<file path="src/rtl/snn_neuron_scheduler_if.sv">
// Bus bundle for snn_neuron_scheduler: timestep request, input currents,
// threshold and debug select in; spike vector, status and debug membrane out.
interface snn_neuron_scheduler_if #(
  parameter int N_NEURONS = 4,
  parameter int IDX_W     = 2
);
  logic                   step;
  logic [8*N_NEURONS-1:0] inn_bus;
  logic [7:0]             thresh;
  logic [IDX_W-1:0]       dbg_sel;
  logic [N_NEURONS-1:0]   spikes;
  logic                   busy;
  logic                   done;
  logic [IDX_W-1:0]       cur_idx;
  logic [7:0]             v_dbg;

  modport master (
    output step, inn_bus, thresh, dbg_sel,
    input  spikes, busy, done, cur_idx, v_dbg
  );

  modport slave (
    input  step, inn_bus, thresh, dbg_sel,
    output spikes, busy, done, cur_idx, v_dbg
  );
endinterface

</file>
<file path="src/rtl/snn_neuron_scheduler.sv">
// Time-multiplexed LIF scheduler: one shared leak/integrate/fire datapath swept
// over N_NEURONS membrane registers per timestep. Optional: SNN_SCHED_REFRACTORY_EN.
module snn_neuron_scheduler #(
  parameter int N_NEURONS     = 4,
  parameter int IDX_W         = 2,
  parameter int LEAK_SHIFT    = 3,
  parameter int REFRACT_STEPS = 2
) (
  input  logic                   clk,
  input  logic                   rst_n,
  snn_neuron_scheduler_if.slave  sb
);

  typedef enum logic {IDLE, UPDATE} state_t;

  localparam int IDX_SPAN = 2 ** IDX_W;

  state_t               state, state_nxt;
  logic [IDX_W-1:0]     idx;
  logic                 done_q;
  logic [N_NEURONS-1:0] spikes_q;
  logic [N_NEURONS-1:0] shadow, shadow_nxt;
  logic [7:0]           v_mem   [N_NEURONS];
  logic [7:0]           in_snap [N_NEURONS];
  logic [7:0]           thresh_snap;

  logic                 accept, upd_en, last;
  logic [7:0]           v_ext  [IDX_SPAN];
  logic [7:0]           in_ext [IDX_SPAN];
  logic [7:0]           cur_v, cur_in, leak_v, sum_v, v_new;
  logic                 refr_active, fire;

  function automatic logic [7:0] apply_leak(input logic [7:0] v);
    return v - (v >> LEAK_SHIFT);
  endfunction

  function automatic logic [7:0] sat_add_u8(input logic [7:0] a, input logic [7:0] b);
    logic [8:0] s;
    s = {1'b0, a} + {1'b0, b};
    return s[8] ? 8'hFF : s[7:0];
  endfunction

  // Index-space views so any IDX_W-bit index is safe; unused slots read as 0.
  for (genvar g = 0; g < IDX_SPAN; g++) begin : g_ext
    if (g < N_NEURONS) begin : g_live
      assign v_ext[g]  = v_mem[g];
      assign in_ext[g] = in_snap[g];
    end else begin : g_pad
      assign v_ext[g]  = '0;
      assign in_ext[g] = '0;
    end
  end

  // FSM: state register
  always_ff @(posedge clk or negedge rst_n) begin
    if (!rst_n) state <= IDLE;
    else        state <= state_nxt;
  end

  // FSM: next-state
  always_comb begin
    state_nxt = state;
    case (state)
      IDLE:    if (sb.step) state_nxt = UPDATE;
      UPDATE:  if (last)    state_nxt = IDLE;
      default: state_nxt = IDLE;
    endcase
  end

  // FSM: outputs
  always_comb begin
    accept  = 1'b0;
    upd_en  = 1'b0;
    sb.busy = 1'b0;
    case (state)
      IDLE:    accept = sb.step;
      UPDATE: begin
        upd_en  = 1'b1;
        sb.busy = 1'b1;
      end
      default: ;
    endcase
  end

  assign last   = (idx == IDX_W'(N_NEURONS - 1));
  assign cur_v  = v_ext[idx];
  assign cur_in = in_ext[idx];
  assign leak_v = apply_leak(cur_v);
  assign sum_v  = sat_add_u8(leak_v, cur_in);
  assign fire   = !refr_active && (thresh_snap != 8'd0) && (sum_v >= thresh_snap);

  always_comb begin
    v_new = sum_v;
    if (fire)             v_new = 8'd0;
    else if (refr_active) v_new = leak_v;
  end

  always_comb begin
    shadow_nxt = shadow;
    for (int i = 0; i < N_NEURONS; i++)
      if (idx == IDX_W'(i)) shadow_nxt[i] = fire;
  end

`ifdef SNN_SCHED_REFRACTORY_EN
  logic [1:0] ref_cnt [N_NEURONS];
  logic [1:0] ref_ext [IDX_SPAN];

  for (genvar g = 0; g < IDX_SPAN; g++) begin : g_ref_ext
    if (g < N_NEURONS) begin : g_live
      assign ref_ext[g] = ref_cnt[g];
    end else begin : g_pad
      assign ref_ext[g] = '0;
    end
  end

  assign refr_active = (ref_ext[idx] != 2'd0);

  always_ff @(posedge clk or negedge rst_n) begin
    if (!rst_n) begin
      for (int i = 0; i < N_NEURONS; i++) ref_cnt[i] <= '0;
    end else if (upd_en) begin
      for (int i = 0; i < N_NEURONS; i++) begin
        if (idx == IDX_W'(i)) begin
          if (fire)             ref_cnt[i] <= 2'(REFRACT_STEPS);
          else if (refr_active) ref_cnt[i] <= ref_cnt[i] - 2'd1;
        end
      end
    end
  end
`else
  assign refr_active = 1'b0;
`endif

  // Snapshot of inputs taken at step accept; the pass only sees these.
  always_ff @(posedge clk) begin
    if (accept) begin
      for (int i = 0; i < N_NEURONS; i++) in_snap[i] <= sb.inn_bus[8*i +: 8];
      thresh_snap <= sb.thresh;
    end
  end

  // Update stage: one neuron per cycle, spikes published together on the last one
  always_ff @(posedge clk or negedge rst_n) begin
    if (!rst_n) begin
      idx      <= '0;
      done_q   <= 1'b0;
      spikes_q <= '0;
      shadow   <= '0;
      for (int i = 0; i < N_NEURONS; i++) v_mem[i] <= '0;
    end else begin
      done_q <= upd_en && last;
      if (accept) begin
        idx <= '0;
      end else if (upd_en) begin
        idx    <= last ? '0 : idx + IDX_W'(1);
        shadow <= shadow_nxt;
        for (int i = 0; i < N_NEURONS; i++)
          if (idx == IDX_W'(i)) v_mem[i] <= v_new;
        if (last) spikes_q <= shadow_nxt;
      end
    end
  end

  assign sb.done    = done_q;
  assign sb.spikes  = spikes_q;
  assign sb.cur_idx = idx;
  assign sb.v_dbg   = v_ext[sb.dbg_sel];

endmodule

</file>
<file path="src/flat_wrapper.sv">
// flat-port wrapper written by rule: the top's interface ports become plain ports
module snn_neuron_scheduler_flat 
#(
  parameter int N_NEURONS     = 4,
  parameter int IDX_W         = 2,
  parameter int LEAK_SHIFT    = 3,
  parameter int REFRACT_STEPS = 2
)
  (clk, rst_n, sb_step, sb_inn_bus, sb_thresh, sb_dbg_sel, sb_spikes, sb_busy, sb_done, sb_cur_idx, sb_v_dbg);
  snn_neuron_scheduler_if #(.N_NEURONS(N_NEURONS), .IDX_W(IDX_W)) sb_i ();
  input  logic clk;
  input  logic rst_n;
  input wire logic [$bits(sb_i.step)-1:0] sb_step;
  input wire logic [$bits(sb_i.inn_bus)-1:0] sb_inn_bus;
  input wire logic [$bits(sb_i.thresh)-1:0] sb_thresh;
  input wire logic [$bits(sb_i.dbg_sel)-1:0] sb_dbg_sel;
  output wire logic [$bits(sb_i.spikes)-1:0] sb_spikes;
  output wire logic [$bits(sb_i.busy)-1:0] sb_busy;
  output wire logic [$bits(sb_i.done)-1:0] sb_done;
  output wire logic [$bits(sb_i.cur_idx)-1:0] sb_cur_idx;
  output wire logic [$bits(sb_i.v_dbg)-1:0] sb_v_dbg;
  assign sb_i.step = sb_step;
  assign sb_i.inn_bus = sb_inn_bus;
  assign sb_i.thresh = sb_thresh;
  assign sb_i.dbg_sel = sb_dbg_sel;
  assign sb_spikes = sb_i.spikes;
  assign sb_busy = sb_i.busy;
  assign sb_done = sb_i.done;
  assign sb_cur_idx = sb_i.cur_idx;
  assign sb_v_dbg = sb_i.v_dbg;
  snn_neuron_scheduler #(.N_NEURONS(N_NEURONS), .IDX_W(IDX_W), .LEAK_SHIFT(LEAK_SHIFT), .REFRACT_STEPS(REFRACT_STEPS)) u_core (.clk(clk), .rst_n(rst_n), .sb(sb_i));
endmodule
</file>
<file path="config.mk">
export PLATFORM = sky130hd
export DESIGN_NAME = snn_neuron_scheduler_flat
export DESIGN_NICKNAME = d
export VERILOG_FILES = /design/src/rtl/snn_neuron_scheduler_if.sv /design/src/rtl/snn_neuron_scheduler.sv /design/src/flat_wrapper.sv
export SDC_FILE = /design/constraint.sdc
export NUM_CORES = 1
export LEC_CHECK = 0
export CORE_UTILIZATION = 23
export CTS_CLUSTER_DIAMETER = 50
export DETAILED_ROUTE_END_ITERATION = 7
export PLACE_DENSITY = 0.39
export SLEW_MARGIN = 30
export SYNTH_ARGS = -nofsm -noshare
export SYNTH_HDL_FRONTEND = slang
export SYNTH_SLANG_ARGS = --single-unit
</file>
<file path="constraint.sdc">
create_clock -name clk -period 7.6 [get_ports clk]
set_clock_uncertainty 0.15 [all_clocks]
set_input_delay 2.28 -clock clk [delete_from_list [all_inputs] [get_ports clk]]
set_output_delay 2.28 -clock clk [all_outputs]
set_load 0.05 [all_outputs]
</file>
---- Word-level counts from Yosys, hierarchy flattened ----
Memory sizes are Yosys's and may differ from the RTL's.
Cells that the tools add are included.
word-level totals
  register bits ........................... 52
  bits in writable memories ............... 32
  bits of input ports ..................... 45
  word-level logic and storage cells ...... 59
  memories kept ........................... 1
cells by class
  $add $sub $neg .......................... 3
  order comparisons ....................... 3
  eq/ne operators ......................... 3
  muxes and demuxes ....................... 25
  bitwise operators ....................... 4
  reduce and logical (&&, ||, !) cells .... 10
memories
  memory          words  width  rd ports  clocked after memory_dff  write ports  RTL line                    source
  u_core.in_snap  4      8      4         0                         4            snn_neuron_scheduler.sv:24  logic [7:0] in_snap [N_NEURONS];
operator list
  cell                 count
  $mux 8               8
  $bmux 8 s2           3
  $reduce_and 3->1     4
  $mux 1               10
  $add 8x8->9          1
  $ge 8x8->1           1
  $reduce_bool 8->1    1
  $sub 8x5->8          1
  $ge 3x3->1 const B   2
  $mux 2               3
  $not 2->3            2
  $eq 2x2->1 const B   2
  $add 2x1->2 const B  1
  $eq 2x1->1 const B   1
  $logic_and 1x1->1    2
  $logic_not 2->1      1
  $not 1->1            2
  $pmux 1 s2           1
  $reduce_and 2->1     1
  $reduce_bool 2->1    1

---- Logic depth before layout (Yosys ltp) ----
Gate-level depths: netlist (run 1).
  word-level depth ........................ 10
  depth in mapped cells ................... 23
  mapped depth without buffers ............ 21

---- Least setup slack after synthesis (run 1) ----
No wires, ideal clock.
  path type ............................... flip-flop to flip-flop
  from .................................... register u_core.idx[0] (netlist: u_core.sb.cur_idx[0])
  to ...................................... register u_core.v_mem (netlist bit u_core.v_ext[12])
  library setup time ...................... 0.092 ns
  data arrival time ....................... 5.790 ns
  path slack .............................. 1.567 ns
  stages on the path, launching flop included .. 22
  path buffers ............................ 3
  cell sequence ........................... dfrtp_1 buf_2 buf_2 mux4_2 ha_1 fa_1 nor2b_1 o21ai_1 nand2b_1 xor2_1 ha_1 a21o_1 a21oi_2 a31oi_2 nor2_1 ha_1 nand2b_1 a2111o_1 a311oi_4 nor2_4 buf_6 o31ai_2
between the ends
  cells in the longest elaborated chain, start to end .. 10
ends and longest elaborated chain
  item                                       RTL line                                                source
  start: declaration                         snn_neuron_scheduler.sv:19                              logic [IDX_W-1:0] idx;
  start signal: assignment                   snn_neuron_scheduler.sv:155                             idx <= last ? '0 : idx + IDX_W'(1);
  $not 2->3 (not written as such)            snn_neuron_scheduler.sv:86, snn_neuron_scheduler.sv:87
  $bmux 8 s2                                 snn_neuron_scheduler.sv:86                              assign cur_v = v_ext[idx];
  $mux 8 (not written as such) (2 in a row)  snn_neuron_scheduler.sv:86
  $sub 8x5->8                                snn_neuron_scheduler.sv:34                              return v - (v >> LEAK_SHIFT);
  $add 8x8->9                                snn_neuron_scheduler.sv:39                              s = {1'b0, a} + {1'b0, b};
  $mux 8                                     snn_neuron_scheduler.sv:40                              return s[8] ? 8'hFF : s[7:0];
  $ge 8x8->1                                 snn_neuron_scheduler.sv:90                              assign fire = !refr_active && (thresh_snap != 8'd0) && (sum_v >= thresh_snap);
  $logic_and 1x1->1                          snn_neuron_scheduler.sv:90
  $mux 8                                     snn_neuron_scheduler.sv:94                              if (fire) v_new = 8'd0;
  end signal: indexed assignment             snn_neuron_scheduler.sv:158                             if (idx == IDX_W'(i)) v_mem[i] <= v_new;
  end: declaration                           snn_neuron_scheduler.sv:23                              logic [7:0] v_mem [N_NEURONS];
Several ways; a longest one is shown, not always the timed one. The select of a mux whose other input is x is not followed.
A chain may end at the register's enable or synchronous reset.

---- Worst setup path in the final report (run 1) ----
  from .................................... input port sb_dbg_sel[0]
  to ...................................... output port sb_v_dbg[1]
between the ends
  cells in the longest elaborated chain, start to end .. 4
ends and longest elaborated chain
  item                                       RTL line                     source
  start: declaration                         flat_wrapper.sv:16           input wire logic [$bits(sb_i.dbg_sel)-1:0] sb_dbg_sel;
  $not 2->3 (not written as such)            snn_neuron_scheduler.sv:167  assign sb.v_dbg = v_ext[sb.dbg_sel];
  $bmux 8 s2                                 snn_neuron_scheduler.sv:167
  $mux 8 (not written as such) (2 in a row)  snn_neuron_scheduler.sv:167
  end: declaration                           flat_wrapper.sv:21           output wire logic [$bits(sb_i.v_dbg)-1:0] sb_v_dbg;
No other way between the ends. The select of a mux whose other input is x is not followed.

==> results of run 1 <==
layer usage:
layer / up-vias / GRT usage / routed length [microns]
met5: - / 0 / 0
met3: 12 / 0.0331 / 575
li1: 1416 / - / -
met2: 78 / 0.174 / 4790
met1: 1464 / 0.160 / 5240
met4: 0 / 0.0418 / 165
cell families after synthesis:
kind of cell | after synthesis | synth area share
buffers and inverters | 43 | 0.0404
AND/OR/NAND/NOR | 81 | 0.0858
AO/OA/AOI/OAI | 73 | 0.136
adder cells (fa/ha/maj) | 27 | 0.0790
flip-flops | 83 | 0.510
multiplexers | 29 | 0.133
XOR/XNOR | 8 | 0.0157
state kept, by name (all words and copies together) (netlist names):
name	flops
u_core.in_snap	32
u_core.v_ext	32
u_core.thresh_snap	8
u_core.sb.spikes	4
u_core.shadow	3
u_core.sb.cur_idx	2
u_core.sb.done	1
u_core.state	1
layout make-up:
class,instances,area share
Sequential cell,83,0.401
Tap cell,260,0.0573
Inverter,29,0.0192
Timing Repair Buffer,66,0.117
Clock buffer,11,0.0410
Multi-Input combinational cell,218,0.355
Clock inverter,5,0.00948
stage by stage:
stage                      util  std cells  setup WS [ns]  instance area (sq um)  hold slack, ns
after floorplan               -        344           1.57                   4460           0.299
after global placement    0.284        655          0.915                   5360           0.313
after detailed placement  0.285        656          0.925                   5390           0.324
after CTS                 0.301        672          0.917                   5680           0.339
after global routing      0.301        672          0.883                   5680           0.364
final                     0.301        672          0.930                   5680           0.331
tightest hold or removal path, stage by stage (launching register included):
cell	delay (ns)
dfrtp_1	0.34
nand2_1	0.05
o31ai_1	0.06
worst max-delay path by stage:
stage / startpoint / to / slack (ns) / cells past startpoint
floorplan: u_core.sb.cur_idx[0] / u_core.v_ext[12] / 1.57 / 21
global placement: sb_dbg_sel[0] / sb_v_dbg[1] / 0.91 / 4
detailed placement: sb_dbg_sel[0] / sb_v_dbg[1] / 0.92 / 4
CTS: sb_dbg_sel[0] / sb_v_dbg[1] / 0.92 / 4
global route: u_core.sb.cur_idx[0] / u_core.v_ext[15] / 0.88 / 20
finish: sb_dbg_sel[0] / sb_v_dbg[1] / 0.93 / 4
placed cells by master, fill, tap and decap left out, types with 8 or more instances in the layout:
cell,n
o31ai_1,15
dfrtp_1,43
o21ai_0,8
o21ai_1,10
edfxtp_1,40
mux4_2,24
ha_1,25
nand2_1,42
clkdlybuf4s50_1,59
nor2_1,11
inv_1,23
o31ai_2,10
clkbuf_16,9
==> results.py, run 1 <==
metrics = {
    "synth": {
        "synth.cells.most_frequent": "dfrtp_1 (43), nand2_1 (42), edfxtp_1 (40), ha_1 (25), mux4_2 (24)",
        "count_of_synthesis_stage_warnings_from_yosys": 0,
        "synth.net_count": 416,
        "yosys.cell_types.count": 53,
        "ys_async_sr_fraction": 0.518,
        "synth_largest_area_cell": "edfxtp_1",
        "synth_flop_cell": "dfrtp_1",
        "synthDominantCellAreaShare": 0.269,
        "netlist_instances": 344,
        "synthesized_cell_area_sq_um": 4460,
        "seq_area_frac_synth": 0.510,
        "count_of_flip_flops_with_a_built_in_enable_after_synthesis": 40,
        "synth.area.top_cells": "edfxtp_1 (27%), dfrtp_1 (24%), mux4_2 (12%)",
        "post-synth-top-count-cell": "dfrtp_1",
        "synth_seq_cells": 83,
        "postSynthAreaPerCell_sq_um": 13.0,
    },
    "worst_setup_path": {
        "critical_path.cell_chain": "clkdlybuf4s50_1 -> buf_4 -> mux4_2 -> clkdlybuf4s50_1",
        "path_class": "input pin to primary output",
        "r2r.worst_path.cells": 20,
        "crit_required_ns": 5.17,
        "critPathMostFrequentCell": "clkdlybuf4s50_1",
        "crit_buf_inv": 3,
        "crit_path_max_incr_delay_ns": 0.72,
        "crit_path_end_kind": "primary output",
        "critical_path.slowest_cell": "clkdlybuf4s50_1",
        "startpoint_type": "input pin",
        "crit_path_max_fanout": 8,
        "endpoint_of_the_worst_slack_reg_to_reg_timing_path": "u_core.v_ext[15]",
        "timing.rr.start": "u_core.sb.cur_idx[0]",
        "cp_top_family": "buffers and inverters",
        "crit_arrival_ns": 4.24,
        "ff2ff_setup_slack_ns": 1.26,
    },
    "drt": {
        "first_iter_violations": 144,
        "via_per_inst": 4.42,
        "remaining_drc_errors": 0,
        "routed_wire_length_per_instance_microns": 16.0,
        "num_vias": 2970,
        "first_drt_pass_iteration_count": 4,
        "ant_nets": 0,
        "route.final.wire_length_microns": 10800,
    },
    "timing": {
        "relSlewSlack": 0.483,
        "timing.final.hold_violations": 0,
        "final-setup-viol-count": 0,
        "setup-tns-final_ns": 0,
        "unrepaired_setup_endpoints_after_global_routing": "false",
        "tightest_slew_ns": 0.774,
        "final.period_utilization": 0.878,
        "period_needed_ns": 6.67,
        "timing_limited_maximum_frequency_mhz": 150,
        "final_max_slew_viol_count": 0,
    },
    "clocking": {
        "clock_path_buffers": 2,
        "post-cts-setup-buffers": 0,
        "worst_skew_pair.late_latency_ns": 0.35,
        "hold_buffers": 0,
        "clock_sinks": 83,
        "cts_root_buf": "clkbuf_16",
        "clk_pin_slew_worst_paths_ns": 0.06,
        "tritoncts.num_buffers": 9,
        "htreeDepth": 3,
        "ctsResizeCount": 0,
        "cts_tree": "yes",
    },
    "floorplan": {
        "design.die.area_sq_um": 20000,
        "core.rowCount": 50,
        "fp.dieW_microns": 141,
        "ports_placed_on_the_boundary": 61,
        "initial_core_util": 0.236,
        "core_footprint_sq_um": 18900,
        "die_h_microns": 141,
    },
    "worst_hold_path": {
        "holdPathEnd": "u_core.shadow[2]",
        "hold_path_startpoint": "u_core.shadow[2]",
        "min_path_cells": 2,
        "path_class_of_the_lowest_slack_min_delay_path": "flop to flop",
    },
    "grt": {
        "pin_count_of_the_biggest_net_entering_global_routing": 44,
        "gr-usage-all-layers": 0.116,
        "global_route.overflow_total": 0,
        "grt_antenna_before_repair": 0,
        "grt_pass1_wl_microns": 17200,
        "first_global_vias": 3068,
    },
    "finish": {
        "syn_to_final_growth_pct": 27.2,
        "drive_above_1_share": 0.175,
        "ff_latch_area_sq_um": 2280,
        "fillers": 1958,
        "nNetsFinal": 479,
        "antenna_cells_inserted": 0,
        "multiInputGateArea_sq_um": 2020,
    },
    "placed_design": {
        "buffer_ports.inserted": 60,
        "dp_hpwl_microns": 7920,
        "place.gp.congestion": 0.790,
    },
    "run_status": {
        "result_of_the_run": "finished clean",
    },
    "job": {
        "max_cap_viol_count": 0,
    },
}
Power of run 1 is not shown: default switching activity piles up to over one toggle a cycle in this logic, so the estimate is an artifact.
==> run 2: changes to the inputs <==
Settings changed: CTS_BUF_LIST set to sky130_fd_sc_hd__clkbuf_16.
==> run 2 against run 1 <==
Net effect:
- final cell count unchanged
- global-route usage stayed put
- sequential share of layout area did not move
- maximum frequency about the same
- cell area unchanged
- clock-buffer cell count fell by 2
- routed wire length decreased by 0.20%
- register-to-register slack about the same
- utilization did not move
- critical path type unchanged
==> results.py, run 2 (synthesis results as in run 1) <==
metrics = {
    "run_status": {
        "result_of_the_run": "finished clean",
    },
    "floorplan": {
        "ports_placed_on_the_boundary": 61,
        "fp.dieW_microns": 141,
        "initial_core_util": 0.236,
        "core_footprint_sq_um": 18900,
        "core.rowCount": 50,
        "design.die.area_sq_um": 20000,
        "die_h_microns": 141,
    },
    "drt": {
        "num_vias": 2965,
        "first_drt_pass_iteration_count": 4,
        "route.final.wire_length_microns": 10800,
        "remaining_drc_errors": 0,
        "first_iter_violations": 144,
        "via_per_inst": 4.41,
        "ant_nets": 0,
        "routed_wire_length_per_instance_microns": 16.0,
    },
    "worst_setup_path": {
        "critPathMostFrequentCell": "clkdlybuf4s50_1",
        "crit_path_end_kind": "primary output",
        "path_class": "input pin to primary output",
        "critical_path.slowest_cell": "clkdlybuf4s50_1",
        "crit_arrival_ns": 4.24,
        "startpoint_type": "input pin",
        "crit_path_max_fanout": 8,
        "critical_path.cell_chain": "clkdlybuf4s50_1 -> buf_4 -> mux4_2 -> clkdlybuf4s50_1",
        "crit_required_ns": 5.17,
        "crit_path_max_incr_delay_ns": 0.72,
    },
    "timing": {
        "unrepaired_setup_endpoints_after_global_routing": "false",
        "timing_limited_maximum_frequency_mhz": 150,
        "final.period_utilization": 0.877,
        "relSlewSlack": 0.487,
        "setup-tns-final_ns": 0,
        "final_max_slew_viol_count": 0,
        "final-setup-viol-count": 0,
        "timing.final.hold_violations": 0,
        "fin_ws_ns": 0.932,
        "tightest_slew_ns": 0.768,
        "period_needed_ns": 6.67,
    },
    "job": {
        "max_cap_viol_count": 0,
    },
    "clocking": {
        "ctsResizeCount": 0,
        "tritoncts.num_buffers": 9,
        "cts_tree": "yes",
        "post-cts-setup-buffers": 0,
        "cts_root_buf": "clkbuf_16",
        "hold_buffers": 0,
        "clock_path_buffers": 2,
        "clk_pin_slew_worst_paths_ns": 0.06,
        "htreeDepth": 3,
        "worst_skew_pair.late_latency_ns": 0.35,
        "clock_sinks": 83,
    },
    "finish": {
        "drive_above_1_share": 0.175,
        "final_design_area_no_fill_sq_um": 5680,
        "fillers": 1958,
        "antenna_cells_inserted": 0,
        "syn_to_final_growth_pct": 27.2,
        "mostFrequentLayoutCell": "clkdlybuf4s50_1",
        "layout_common_cells": "clkdlybuf4s50_1 (59), dfrtp_1 (43), nand2_1 (42)",
        "nNetsFinal": 479,
    },
    "placed_design": {
        "buffer_ports.inserted": 60,
        "dp_hpwl_microns": 7920,
        "place.gp.congestion": 0.790,
        "dp_worst_setup_slack_ns": 0.925,
        "place_area_sq_um": 5390,
    },
    "grt": {
        "pin_count_of_the_biggest_net_entering_global_routing": 44,
        "grt_pass1_wl_microns": 17200,
        "global_route.overflow_total": 0,
        "first_global_vias": 3068,
        "gr-usage-all-layers": 0.116,
        "grt_antenna_before_repair": 0,
    },
    "worst_hold_path": {
        "path_class_of_the_lowest_slack_min_delay_path": "flop to flop",
    },
}
[run 2: changes by cell type in the layout (fill, tap and decap cells not counted)]
| cell | previous run | this run |
|---|---|---|
| clkbuf_1 | 2 | 0 |
| inv_1 | 23 | 25 |
[run 2: metal layers]
metal	vias to the layer above	global-route usage	share of wire
met2	75	0.174	0.45
met1	1463	0.160	0.49
met5	-	0	0
li1	1415	-	-
met3	12	0.0331	0.050
met4	0	0.0418	0.015
[run 2: final cells by class]
cell class	instances	area, sq um	area share
Clock buffer	9	225	0.0397
Clock inverter	7	61.3	0.0108
Inverter	29	109	0.0192
Multi-Input combinational cell	218	2020	0.355
Sequential cell	83	2280	0.401
Tap cell	260	325	0.0573
Timing Repair Buffer	66	663	0.117
[run 2: stage by stage]
step	utilization	instances	hold WS, ns
4_1_cts	0.301	672	0.339
3_5_place_dp	0.285	656	0.324
6_report	0.301	672	0.331
5_1_grt	0.301	672	0.364
3_3_place_gp	0.284	655	0.313
2_1_floorplan	-	344	0.299
[run 2: final timing paths]
| path | start | end | slack [ns] | cells past startpoint |
|---|---|---|---|---|
| setup / recovery | sb_dbg_sel[0] | sb_v_dbg[1] | 0.93 | 4 |
| hold / removal | u_core.shadow[2] | u_core.shadow[2] | 0.33 | 2 |
| setup reg to reg | u_core.sb.cur_idx[0] | u_core.v_ext[15] | 1.27 | 20 |
| hold reg to reg | u_core.shadow[2] | u_core.shadow[2] | 0.33 | 2 |
| max in group asynchronous | rst_n | u_core.v_ext[1] | 5.12 | 1 |
| min in group asynchronous | rst_n | u_core.v_ext[5] | 1.78 | 1 |
[run 2: worst max-delay path, delay by kind of cell]
kind                   cells  cell delay (ns)
buffers and inverters      3             1.40
multiplexers               1             0.55
Power of run 2 is left out for the same reason.
==> run 3: changes to the inputs <==
Settings changed: GPL_TIMING_DRIVEN set to 0.
==> run 3 against run 2 <==
Net effect:
- cell area is essentially flat
- critical path depth grew 17
- maximum frequency shrank 4.4%
- register-to-register slack lost 0.65 ns
- clock-buffer cell count grew 1
- critical path type is now flop to flop
- worst setup slack lost 0.31 ns
- first-iteration DRC count shrank 38%
- non-clock buffer count grew 7
==> results.py, run 3 (synthesis results as in run 1) <==
metrics = {
    "clocking": {
        "tritoncts.num_buffers": 9,
        "cts_tree": "yes",
        "post-cts-setup-buffers": 0,
        "cts_root_buf": "clkbuf_16",
        "clock_path_buffers": 2,
        "clock_sinks": 83,
        "worst_skew_pair.late_latency_ns": 0.35,
        "clk_pin_slew_worst_paths_ns": 0.06,
        "htreeDepth": 3,
        "hold_buffers": 0,
        "ctsResizeCount": 0,
    },
    "finish": {
        "antenna_cells_inserted": 0,
        "nNetsFinal": 486,
        "syn_to_final_growth_pct": 27.2,
        "final_core_util": 0.301,
        "ff_latch_area_sq_um": 2280,
        "multiInputGateArea_sq_um": 2010,
        "layout_common_cells": "clkdlybuf4s50_1 (57), dfrtp_1 (43), nand2_1 (42)",
        "drive_above_1_share": 0.167,
        "fillers": 1979,
        "mostFrequentLayoutCell": "clkdlybuf4s50_1",
    },
    "drt": {
        "route.met2.wl_microns": 5320,
        "ant_nets": 0,
        "remaining_drc_errors": 0,
        "route.final.wire_length_microns": 11100,
        "met1Wirelength_microns": 5120,
        "maxUsedRoutingLayer": "met4",
        "routed_wire_length_per_instance_microns": 16.4,
        "via_per_inst": 4.43,
        "first_iter_violations": 89,
        "first_drt_pass_iteration_count": 4,
        "num_vias": 3008,
        "met3_routed_wirelength_microns": 530,
    },
    "timing": {
        "timing.final.hold_violations": 0,
        "tightest_slew_ns": 0.818,
        "setup-tns-final_ns": 0,
        "period_needed_ns": 6.98,
        "unrepaired_setup_endpoints_after_global_routing": "false",
        "relSlewSlack": 0.455,
        "final-setup-viol-count": 0,
        "final_max_slew_viol_count": 0,
        "final.period_utilization": 0.918,
        "worst_hold_slack_ns": 0.339,
        "timing_limited_maximum_frequency_mhz": 143,
    },
    "grt": {
        "grt_pass1_wl_microns": 18000,
        "gr-usage-all-layers": 0.123,
        "grt_antenna_before_repair": 0,
        "pin_count_of_the_biggest_net_entering_global_routing": 44,
        "first_global_vias": 3132,
        "global_route.overflow_total": 0,
    },
    "worst_setup_path": {
        "path_class": "flop to flop",
        "crit_path_end_kind": "flop",
        "crit_arrival_ns": 7.09,
        "startpoint_type": "flop",
        "crit_path_max_fanout": 10,
        "crit_required_ns": 7.72,
    },
    "floorplan": {
        "design.die.area_sq_um": 20000,
        "ports_placed_on_the_boundary": 61,
        "core_footprint_sq_um": 18900,
        "initial_core_util": 0.236,
        "fp.dieW_microns": 141,
        "die_h_microns": 141,
        "core.rowCount": 50,
    },
    "placed_design": {
        "dp_hpwl_microns": 8270,
        "buffer_ports.inserted": 58,
        "place.gp.congestion": 0.770,
    },
    "worst_hold_path": {
        "path_class_of_the_lowest_slack_min_delay_path": "flop to flop",
    },
    "job": {
        "max_cap_viol_count": 0,
    },
    "run_status": {
        "result_of_the_run": "finished clean",
    },
}
[run 3: worst max-delay path, cell delays in order, from the launching register on]
cell and delay (ns):
dfrtp_1 0.39, clkbuf_1 0.53, buf_1 0.64, mux4_2 0.47, ha_1 0.25, fa_1 0.40, nor2b_1 0.13, o21ai_1 0.06
nand2b_1 0.11, xor2_1 0.22, ha_1 0.33, a21o_1 0.21, a21oi_2 0.30, a31oi_2 0.23, nor2_1 0.54, ha_1 0.34
nand2b_1 0.14, a2111o_1 0.45, a311oi_4 0.43, buf_6 0.22, o211ai_2 0.17, o21ai_1 0.17
[run 3: worst paths after layout]
check,endpoint,slack (ns),startpoint,cells past startpoint
max,u_core.v_ext[14],0.62,u_core.sb.cur_idx[1],21
min,u_core.shadow[1],0.34,u_core.shadow[1],2
max reg2reg,u_core.v_ext[14],0.62,u_core.sb.cur_idx[1],21
min reg2reg,u_core.shadow[1],0.34,u_core.shadow[1],2
max in group asynchronous,u_core.v_ext[21],5.12,rst_n,1
min in group asynchronous,u_core.v_ext[4],1.78,rst_n,1
[run 3: layout make-up]
| class | instances | share of cell area |
|---|---|---|
| clock inverters | 6 | 0.00463 |
| inverters | 29 | 0.0192 |
| multi-input cells | 218 | 0.355 |
| plain buffers | 14 | 0.0126 |
| repair buffers | 59 | 0.107 |
| flip-flops and latches | 83 | 0.401 |
| clock buffers | 10 | 0.0441 |
| well taps | 260 | 0.0573 |
[run 3: per-layer routing]
metal | GRT usage | vias up
li1 | - | 1436
met1 | 0.156 | 1489
met2 | 0.200 | 69
met3 | 0.0358 | 14
met4 | 0.0429 | 0
met5 | 0 | -
[run 3: per-stage QoR]
stage,std cells,instance area [sq um],setup slack (ns)
floorplan,344,4460,1.57
global placement,662,5370,0.536
detailed placement,663,5400,0.536
CTS,679,5680,0.493
global route,679,5680,0.152
finish,679,5680,0.624
Power of run 3 is left out for the same reason.
